<file path="src/rtl/band_level_meter.sv">
// band_level_meter
//   Per-band level meter placed after one band-pass FIR. The signed 18-bit
//   filtered stream is rectified and averaged over a window of 2^WIN_LOG2
//   samples. The window mean then drives an 8-bit display level that holds
//   its peak for a while and then decays linearly.
//
//   Parameters:
//     WIN_LOG2     - log2 of the window length (2..16)
//     HOLD_WINDOWS - number of windows a peak is held before decay (0..255)
//     DECAY_STEP   - amount subtracted from level per decaying window (1..255)
//
//   Ports:
//     clock       in   system clock
//     reset       in   asynchronous active-low reset
//     ready       in   one-cycle sample strobe
//     band_in     in   signed 18-bit band sample, valid when ready=1
//     level       out  held/decayed band level
//     level_valid out  one-cycle pulse when level/clip update
//     clip        out  last window contained a full-scale sample
//
//   Optional build macro:
//     BAND_METER_LOG_EN - pseudo-logarithmic candidate level, one extra
//                         pipeline stage in the evaluation path.

module band_level_meter #(
  parameter int WIN_LOG2     = 10,
  parameter int HOLD_WINDOWS = 8,
  parameter int DECAY_STEP   = 4
) (
  input  logic        clock,
  input  logic        reset,
  input  logic        ready,
  input  logic [17:0] band_in,
  output logic [7:0]  level,
  output logic        level_valid,
  output logic        clip
);

  localparam int ACC_W = 17 + WIN_LOG2;

  typedef enum logic [1:0] {
    ST_ACCUM = 2'd0,
    ST_AVG   = 2'd1,
    ST_PEAK  = 2'd2
  } state_t;

  logic [16:0]         abs_s;
  logic                full_scale_s;
  logic                window_end_s;
  logic [ACC_W-1:0]    acc_sum_s;
  logic [ACC_W-1:0]    acc_r;
  logic [WIN_LOG2-1:0] cnt_r;
  logic                clip_acc_r;
  logic [ACC_W-1:0]    snap_r;
  logic                clip_snap_r;
  state_t              state_r;
  logic [7:0]          cand_r;
  logic [7:0]          hold_cnt_r;
  logic [7:0]          level_r;
  logic                level_valid_r;
  logic                clip_r;
  logic [7:0]          decayed_s;
  logic [7:0]          next_level_s;
  logic [7:0]          next_hold_s;

`ifdef BAND_METER_LOG_EN
  logic [16:0]         mean_r;
  logic                avg_stage_r;

  // Pseudo-log mapping: upper nibble is the MSB index, lower nibble the
  // four bits just below the MSB (a left shift zero-fills when p < 4).
  function automatic logic [7:0] log_cand(input logic [16:0] mean);
    logic [4:0]  p;
    logic [16:0] norm;
    p = 5'd0;
    for (int i = 0; i < 17; i++) begin
      if (mean[i]) begin
        p = 5'(i);
      end
    end
    norm = mean << (5'd16 - p);
    if (mean == 17'd0) begin
      return 8'd0;
    end else if (p == 5'd16) begin
      return 8'hFF;
    end else begin
      return {p[3:0], norm[15:12]};
    end
  endfunction
`endif

  // Rectifier: two's-complement magnitude, most negative code saturates.
  always_comb begin
    abs_s = band_in[16:0];
    if (band_in[17]) begin
      if (band_in[16:0] == 17'd0) begin
        abs_s = 17'h1FFFF;
      end else begin
        abs_s = ~band_in[16:0] + 17'd1;
      end
    end else begin
      abs_s = band_in[16:0];
    end
  end

  assign full_scale_s = (band_in == 18'h20000) || (band_in == 18'h1FFFF);
  assign acc_sum_s    = acc_r + ACC_W'(abs_s);
  assign window_end_s = ready & (&cnt_r);

  // Peak-hold / decay decision for the current candidate, no unsigned wrap.
  always_comb begin
    next_level_s = level_r;
    next_hold_s  = hold_cnt_r;
    decayed_s    = 8'd0;
    if (cand_r >= level_r) begin
      next_level_s = cand_r;
      next_hold_s  = 8'(HOLD_WINDOWS);
    end else if (hold_cnt_r != 8'd0) begin
      next_hold_s  = hold_cnt_r - 8'd1;
    end else begin
      if (level_r > 8'(DECAY_STEP)) begin
        decayed_s = level_r - 8'(DECAY_STEP);
      end else begin
        decayed_s = 8'd0;
      end
      if (decayed_s > cand_r) begin
        next_level_s = decayed_s;
      end else begin
        next_level_s = cand_r;
      end
    end
  end

  // Sample path: accumulate rectified samples and snapshot at window end.
  always_ff @(posedge clock or negedge reset) begin
    if (!reset) begin
      acc_r       <= '0;
      cnt_r       <= '0;
      clip_acc_r  <= 1'b0;
      snap_r      <= '0;
      clip_snap_r <= 1'b0;
    end else if (ready) begin
      cnt_r <= cnt_r + WIN_LOG2'(1);
      if (window_end_s) begin
        // Last sample of the window goes straight into the snapshot so
        // the next window starts clean without dropping a sample.
        snap_r      <= acc_sum_s;
        clip_snap_r <= clip_acc_r | full_scale_s;
        acc_r       <= '0;
        clip_acc_r  <= 1'b0;
      end else begin
        acc_r      <= acc_sum_s;
        clip_acc_r <= clip_acc_r | full_scale_s;
      end
    end
  end

  // Evaluation FSM: mean -> candidate -> peak/hold/decay, registered outputs.
  always_ff @(posedge clock or negedge reset) begin
    if (!reset) begin
      state_r       <= ST_ACCUM;
      cand_r        <= 8'd0;
      hold_cnt_r    <= 8'd0;
      level_r       <= 8'd0;
      level_valid_r <= 1'b0;
      clip_r        <= 1'b0;
`ifdef BAND_METER_LOG_EN
      mean_r        <= 17'd0;
      avg_stage_r   <= 1'b0;
`endif
    end else begin
      level_valid_r <= 1'b0;
      case (state_r)
        ST_ACCUM: begin
          if (window_end_s) begin
            state_r <= ST_AVG;
          end
        end
        ST_AVG: begin
`ifdef BAND_METER_LOG_EN
          if (!avg_stage_r) begin
            mean_r      <= snap_r[ACC_W-1 -: 17];
            avg_stage_r <= 1'b1;
          end else begin
            cand_r      <= log_cand(mean_r);
            avg_stage_r <= 1'b0;
            state_r     <= ST_PEAK;
          end
`else
          // mean = snap >> WIN_LOG2; its top byte is the linear candidate.
          cand_r  <= snap_r[ACC_W-1 -: 8];
          state_r <= ST_PEAK;
`endif
        end
        ST_PEAK: begin
          level_r       <= next_level_s;
          hold_cnt_r    <= next_hold_s;
          clip_r        <= clip_snap_r;
          level_valid_r <= 1'b1;
          state_r       <= ST_ACCUM;
        end
        default: begin
          state_r <= ST_ACCUM;
        end
      endcase
    end
  end

  assign level       = level_r;
  assign level_valid = level_valid_r;
  assign clip        = clip_r;

endmodule
</file>
<file path="config.mk">
export PLATFORM = sky130hd
export DESIGN_NAME = band_level_meter
export DESIGN_NICKNAME = d
export VERILOG_FILES = /design/src/rtl/band_level_meter.sv
export SDC_FILE = /design/constraint.sdc
export NUM_CORES = 1
export LEC_CHECK = 0
export BUFFER_PORTS_ARGS = -buffer_cell sky130_fd_sc_hd__buf_2
export CORE_AREA = 5 5 119 121
export CTS_CLUSTER_DIAMETER = 30
export CTS_CLUSTER_SIZE = 28
export DETAILED_ROUTE_END_ITERATION = 10
export DIE_AREA = 0 0 124 126
export GPL_ROUTABILITY_DRIVEN = 0
export PLACE_DENSITY = 0.54
export SYNTH_ARGS = -nofsm -noshare
export SYNTH_HDL_FRONTEND = slang
export SYNTH_SLANG_ARGS = --single-unit
</file>
<file path="constraint.sdc">
create_clock -name clock -period 7.6 [get_ports clock]
set_input_delay 0.38 -clock clock [delete_from_list [all_inputs] [get_ports clock]]
set_output_delay 0.38 -clock clock [all_outputs]
set_load 0.05 [all_outputs]
</file>
==> impl_metrics.json, run 1 <==
{
  "status": "finished, final reports clean",
  "synth-compound-area-share": 0.193,
  "cts_root_buffer": "clkbuf_16",
  "synth_seq_area_share": 0.370,
  "dp_hpwl_mm": 7.88,
  "yosys.area_share.xor_xnor": 0.0724,
  "power_frac_seq": 0.361,
  "crit_start": "band_in[0]",
  "rrSetupSlack_ns": 4.35,
  "synthFlopType": "dfrtp_1",
  "critical_path.reg2reg.startpoint": "level[2]",
  "syn2layout_area_growth_pct": 11.4,
  "antenna_found_initial": 0,
  "setup_violations": 0,
  "rsz0062_at_grt": "false",
  "timing.fmax_ghz": 0.222,
  "cp-start-kind": "input pin",
  "hold_buffers": 0,
  "dr.pass1.iters": 4,
  "nets": 675,
  "die_h_um": 126,
  "grt_pass1_wl_mm": 19.0,
  "p_comb_frac": 0.366,
  "final_layout_size_suffix_gt1_frac": 0.102,
  "h-tree-depth": 3,
  "clock_latency_ns": 0.34,
  "synth_top_family_by_area": "compound AO/OA/AOI/OAI gates",
  "synth-simple-area-share": 0.186,
  "ys_types": 60,
  "clk_pin_slew_ns": 0.06,
  "via_per_inst": 5.27,
  "ir_worst_vdd_v": 0.000139,
  "worstPathRequired_ns": 7.85,
  "period_share": 0.593,
  "swShare": 0.367,
  "maxCapViolCount": 0,
  "dieWidth_um": 124,
  "start_util": 0.391,
  "syn_area_per_cell_um2": 8.66,
  "total_power_mw": 1.50,
  "core_area_mm2": 0.0130,
  "grt_max_degree": 76,
  "crit_type": "input pin to flop",
  "synth_seq_cells": 75,
  "tightest_slew_ns": 1.03,
  "fin_crit_ns": 4.51,
  "end_kind": "flop",
  "synth_edf_count": 0,
  "synthAdderAreaFrac": 0.107,
  "leakage_nw": 2.58,
  "finalHoldViolCount": 0,
  "post-cts-setup-buffers": 0,
  "ys_warn_count": 0,
  "num_rows": 42,
  "relSlewSlack": 0.316,
  "io_pins": 31,
  "synthArstFlopShare": 1.00,
  "drt-initial-drc-count": 195,
  "arrival_ns": 4.76,
  "grt_overflow": 0,
  "cts_buffers": 9,
  "synth.mux.area_fraction": 0.0202,
  "skew_ns": 0.00675,
  "maxSlewViolCount": 0,
  "synth_area_mm2": 0.00508,
  "diodes": 0,
  "min_path_type": "input pin to asynchronous set/reset pin",
  "clockBufferDepth": 2,
  "pwr-share-clk": 0.273,
  "p_int_uw": 950,
  "p_sw_uw": 550,
  "power_density_mw_per_mm2": 265,
  "drtAntennaViolNets": 0,
  "final.setup.tns_ns": 0,
  "synthCells": 586,
  "wl_mm": 10.8,
  "cts_resized": 0,
  "via_count": 4174,
  "drc": 0,
  "grt_pass1_vias": 4077,
  "crit_fanout": 11,
  "routedWlPerCell_um": 13.6,
  "die_area_mm2": 0.0156,
  "tritoncts": "built",
  "cts_sinks": 75,
  "synth_nets": 650,
  "grt_usage": 0.147,
  "io_buffers": 30
}
==> power by group through the flow <==
| stage | clock network [mW] | registers (mW) | logic, mW |
|---|---|---|---|
| detailed placement | 0 | 0.549 | 0.548 |
| global route | 0.440 | 0.553 | 0.629 |
| global placement | 0 | 0.546 | 0.540 |
| CTS | 0.424 | 0.542 | 0.552 |
| finish | 0.410 | 0.542 | 0.548 |
| floorplan | 0 | 0.532 | 0.445 |
==> synthesized netlist by cell type (3+ instances only) <==
| library cell | instances | area share |
|---|---|---|
| nand2_1 | 67 | 0.050 |
| clkbuf_1 | 13 | 0.0096 |
| o31ai_1 | 3 | 0.0044 |
| a21o_1 | 9 | 0.013 |
| or3_1 | 7 | 0.0086 |
| xnor2_1 | 23 | 0.040 |
| o21ai_0 | 65 | 0.064 |
| nand4_1 | 11 | 0.014 |
| nor4_1 | 10 | 0.012 |
| o211ai_1 | 3 | 0.0044 |
| and3_1 | 5 | 0.0062 |
| o22ai_1 | 12 | 0.015 |
| nor2b_1 | 7 | 0.0086 |
| nand3_1 | 21 | 0.021 |
| nor3_1 | 13 | 0.013 |
| a211oi_1 | 3 | 0.0044 |
| inv_1 | 43 | 0.032 |
| a31oi_1 | 3 | 0.0037 |
| dfrtp_1 | 75 | 0.37 |
| xor2_1 | 19 | 0.033 |
| nor2_1 | 38 | 0.028 |
| ha_1 | 42 | 0.10 |
| a21oi_1 | 34 | 0.034 |
| nand2b_1 | 5 | 0.0062 |
| mux2i_1 | 8 | 0.016 |
==> logic make-up (layout without fill, tap and decap cells) <==
group,Yosys count,count (layout)
compound gates,158,158
xor+xnor,42,42
fa+ha+maj,43,43
buf+inv,61,91
flops,75,75
mux,10,10
simple gates,197,197
==> metrics by stage <==
stage                     hold WS, ns  utilization  setup WS (ns)  instances  area, µm²
after floorplan                0.0844            -           3.72        586       5080
after global placement          0.430        0.414           2.90        776       5370
after detailed placement        0.435        0.414           2.77        776       5370
after CTS                       0.252        0.436           3.09        792       5660
after global routing            0.310        0.436           2.72        792       5660
final                           0.171        0.436           3.09        792       5660
==> worst max-delay path: stages <==
cell and delay (ns):
buf_2 0.13, inv_1 0.08, ha_1 0.18, nor3b_1 0.30
nand3_1 0.20, nor2_1 0.54, nand2_1 0.26, nand2_1 0.13
ha_1 0.19, inv_1 0.06, fa_1 0.40, and2b_1 0.22
o2111ai_1 0.20, a2111oi_2 0.50, o21ai_2 0.16, and2_0 0.26
or3_1 0.37, a21boi_0 0.18
==> area by class of cell <==
class	instances	area, µm²
inverter	43	161
timing repair buffer	32	168
tap	176	220
multi-input combinational	450	2940
clock buffer	10	239
fill	1311	7320
clock inverter	6	47.5
sequential	75	1880
==> state kept, by name (all words and copies together) (netlist names) <==
register and count:
cnt_r 10, hold_cnt_r 8, clip_acc_r 1, acc_r 27, level_valid 1, state_r 2, cand_r 8, clip 1
clip_snap_r 1, level 8, snap_r 8
==> cells in the final DEF, fill, tap and decap left out, types with 8 or more instances in the layout <==
cell       count
nor3_1        13
dfrtp_1       75
inv_1         43
a21oi_1       34
nor4_1        10
o21ai_0       65
nand2_1       67
nand3_1       21
a21o_1         9
ha_1          42
xor2_1        19
clkbuf_16      9
nand4_1       11
nor2_1        38
mux2i_1        8
xnor2_1       23
buf_2         29
o22ai_1       12
==> worst paths after layout <==
| kind | cells after the start | endpoint |
|---|---|---|
| worst min-delay path | 1 | level[7] |
| max in group asynchronous | 1 | level[2] |
| worst max register to register | 12 | level[5] |
| worst min register to register | 1 | state_r[0] |
| worst max-delay path | 18 | acc_r[18] |
| min in group clock | 1 | state_r[0] |
==> routing by layer <==
| metal | share of wire | global-route usage |
|---|---|---|
| met1 | 0.48 | 0.197 |
| met5 | 0 | 0 |
| met4 | 0.015 | 0.0445 |
| met3 | 0.029 | 0.0229 |
| met2 | 0.47 | 0.243 |
No activity file was read; power rests on OpenSTA's default activity.
==> run 2, diff against run 1 <==
--- a/config.mk
+++ b/config.mk
@@ -12,7 +12,7 @@
 export DETAILED_ROUTE_END_ITERATION = 10
 export DIE_AREA = 0 0 124 126
 export GPL_ROUTABILITY_DRIVEN = 0
-export PLACE_DENSITY = 0.54
+export PLACE_DENSITY = 0.56
 export SYNTH_ARGS = -nofsm -noshare
 export SYNTH_HDL_FRONTEND = slang
 export SYNTH_SLANG_ARGS = --single-unit
==> constraint.sdc (replaced) <==
create_clock -name clock -period 3.8 [get_ports clock]
set_input_delay 0.19 -clock clock [delete_from_list [all_inputs] [get_ports clock]]
set_output_delay 0.19 -clock clock [all_outputs]
set_load 0.05 [all_outputs]
==> impl_metrics.json, run 2 (synthesized netlist as in run 1, its figures left out) <==
{
  "status": "complete, but fails checks",
  "violations": "hold timing",
  "slowest_stage": "or4_4",
  "period_share": 0.910,
  "drtAntennaViolNets": 0,
  "grt_max_degree": 76,
  "drt-initial-drc-count": 119,
  "drc": 0,
  "critical_path.top_delay_family": "simple AND/OR/NAND/NOR gates",
  "tightest_slew_ns": 1.03,
  "cts_buffers": 9,
  "timing.fmax_ghz": 0.289,
  "ir_worst_vdd_v": 0.000252,
  "path_buf_inv": 3,
  "worstPathRequired_ns": 4.02,
  "layout.cells.non_filler": 823,
  "maxSlewViolCount": 0,
  "power_density_mw_per_mm2": 545,
  "rrSetupSlack_ns": 0.82,
  "post-cts-setup-buffers": 0,
  "fin_hold_ws_ns": -0.0179,
  "die_area_mm2": 0.0156,
  "mostFrequentLayoutCells": "75 x dfrtp_1, 66 x nand2_1, 63 x o21ai_0",
  "grt_overflow": 0,
  "grt_pass1_wl_mm": 19.4,
  "setup_violations": 0,
  "grt_pass1_vias": 4197,
  "via_count": 4230,
  "top_regs": "acc_r x27, cnt_r x10",
  "finalHoldViolCount": 4,
  "maxCapViolCount": 0,
  "dieWidth_um": 124,
  "relSlewSlack": 0.313,
  "critical_path.reg2reg.startpoint": "level[2]",
  "grt_usage": 0.153,
  "via_per_inst": 5.14,
  "clock_latency_ns": 0.34,
  "antenna_found_initial": 0,
  "num_rows": 42,
  "syn2layout_area_growth_pct": 17.8,
  "clockBufferDepth": 2,
  "core_area_mm2": 0.0130,
  "h-tree-depth": 3,
  "final_core_util": 0.461,
  "min_path_type": "input pin to asynchronous set/reset pin",
  "cp.depth": 17,
  "r2r_cells": 12,
  "diodes": 0,
  "die_h_um": 126,
  "leakage_nw": 2.75,
  "finalInstanceArea_mm2": 0.00598,
  "crit_path_cell_trace": "buf_2, or2_1, or4_4, or3_4, or2_4, o31ai_1, nor2_1, a21o_1, ha_1, nand2_1, a2111oi_2, buf_4, o21ai_2, buf_4, a21oi_1, o21ai_0, a21o_1",
  "r2r_end": "level[2]",
  "end_kind": "flop",
  "placed_area_mm2": 0.00560,
  "mostFrequentLayoutCell": "dfrtp_1",
  "routedWlPerCell_um": 13.5,
  "dp_cells": 807,
  "hold_buffers": 0,
  "io_buffers": 30,
  "skew_ns": 0.00418,
  "crit_type": "input pin to flop",
  "cp-start-kind": "input pin",
  "clk_pin_slew_ns": 0.06,
  "critPathMaxStageDelay_ns": 0.43,
  "cts_sinks": 75,
  "io_pins": 31,
  "cts_resized": 0,
  "dr.pass1.iters": 4,
  "top_register": "acc_r",
  "nets": 706,
  "final_layout_size_suffix_gt1_frac": 0.156,
  "dp_hpwl_mm": 8.18,
  "tritoncts": "built",
  "crit_fanout": 4,
  "fin_crit_ns": 3.46,
  "wl_mm": 11.1,
  "arrival_ns": 3.68,
  "cts_root_buffer": "clkbuf_16",
  "largest_reg_flops": 27,
  "start_util": 0.391
}
-- run 2: cell types whose count changed in the layout (fill, tap and decap cells not counted), moves of 2 or more --
cell,previous run,this run
o21ai_1,0,2
a21oi_1,34,32
a21oi_2,0,2
buf_4,3,34
o21ai_0,65,63
bufinv_16,0,2
-- run 2: worst max-delay path by stage --
stage / start / to / slack [ns]
CTS: band_in[0] / acc_r[20] / 0.21
global route: band_in[0] / acc_r[21] / -0.02
detailed placement: band_in[0] / acc_r[20] / -0.12
finish: band_in[2] / acc_r[26] / 0.34
global placement: band_in[0] / acc_r[19] / -0.02
floorplan: band_in[0] / acc_r[18] / 0.11
-- run 2: per-stage QoR --
stage               setup WS [ns]  setup TNS [ns]  power [mW]  hold slack, ns
floorplan                   0.113               0        1.95          -0.106
global placement          -0.0173         -0.0699        2.28           0.413
detailed placement         -0.119           -1.21        2.30           0.423
CTS                         0.212               0        3.26          0.0507
global route              -0.0158         -0.0294        3.50           0.116
finish                      0.343               0        3.26         -0.0179
-- run 2: layout make-up --
cell class	instances	area [µm²]
repair buffers	63	400
well taps	176	220
multi-input cells	450	2990
flip-flops and latches	75	1880
inverters	43	161
fillers	1302	7000
clock buffers	11	243
clock inverters	5	85.1
-- run 2: metal layers --
layer | global-route usage | routed length (µm)
met3 | 0.0220 | 258
met2 | 0.258 | 5390
met1 | 0.192 | 5200
met5 | 0 | 0
met4 | 0.0709 | 271
-- run 2: power breakdown --
| group | total [mW] | switching [mW] | internal (mW) |
|---|---|---|---|
| Sequential | 1.09 | 0.131 | 0.955 |
| Combinational | 1.23 | 0.654 | 0.580 |
| Clock | 0.936 | 0.339 | 0.597 |
| Total | 3.26 | 1.12 | 2.13 |
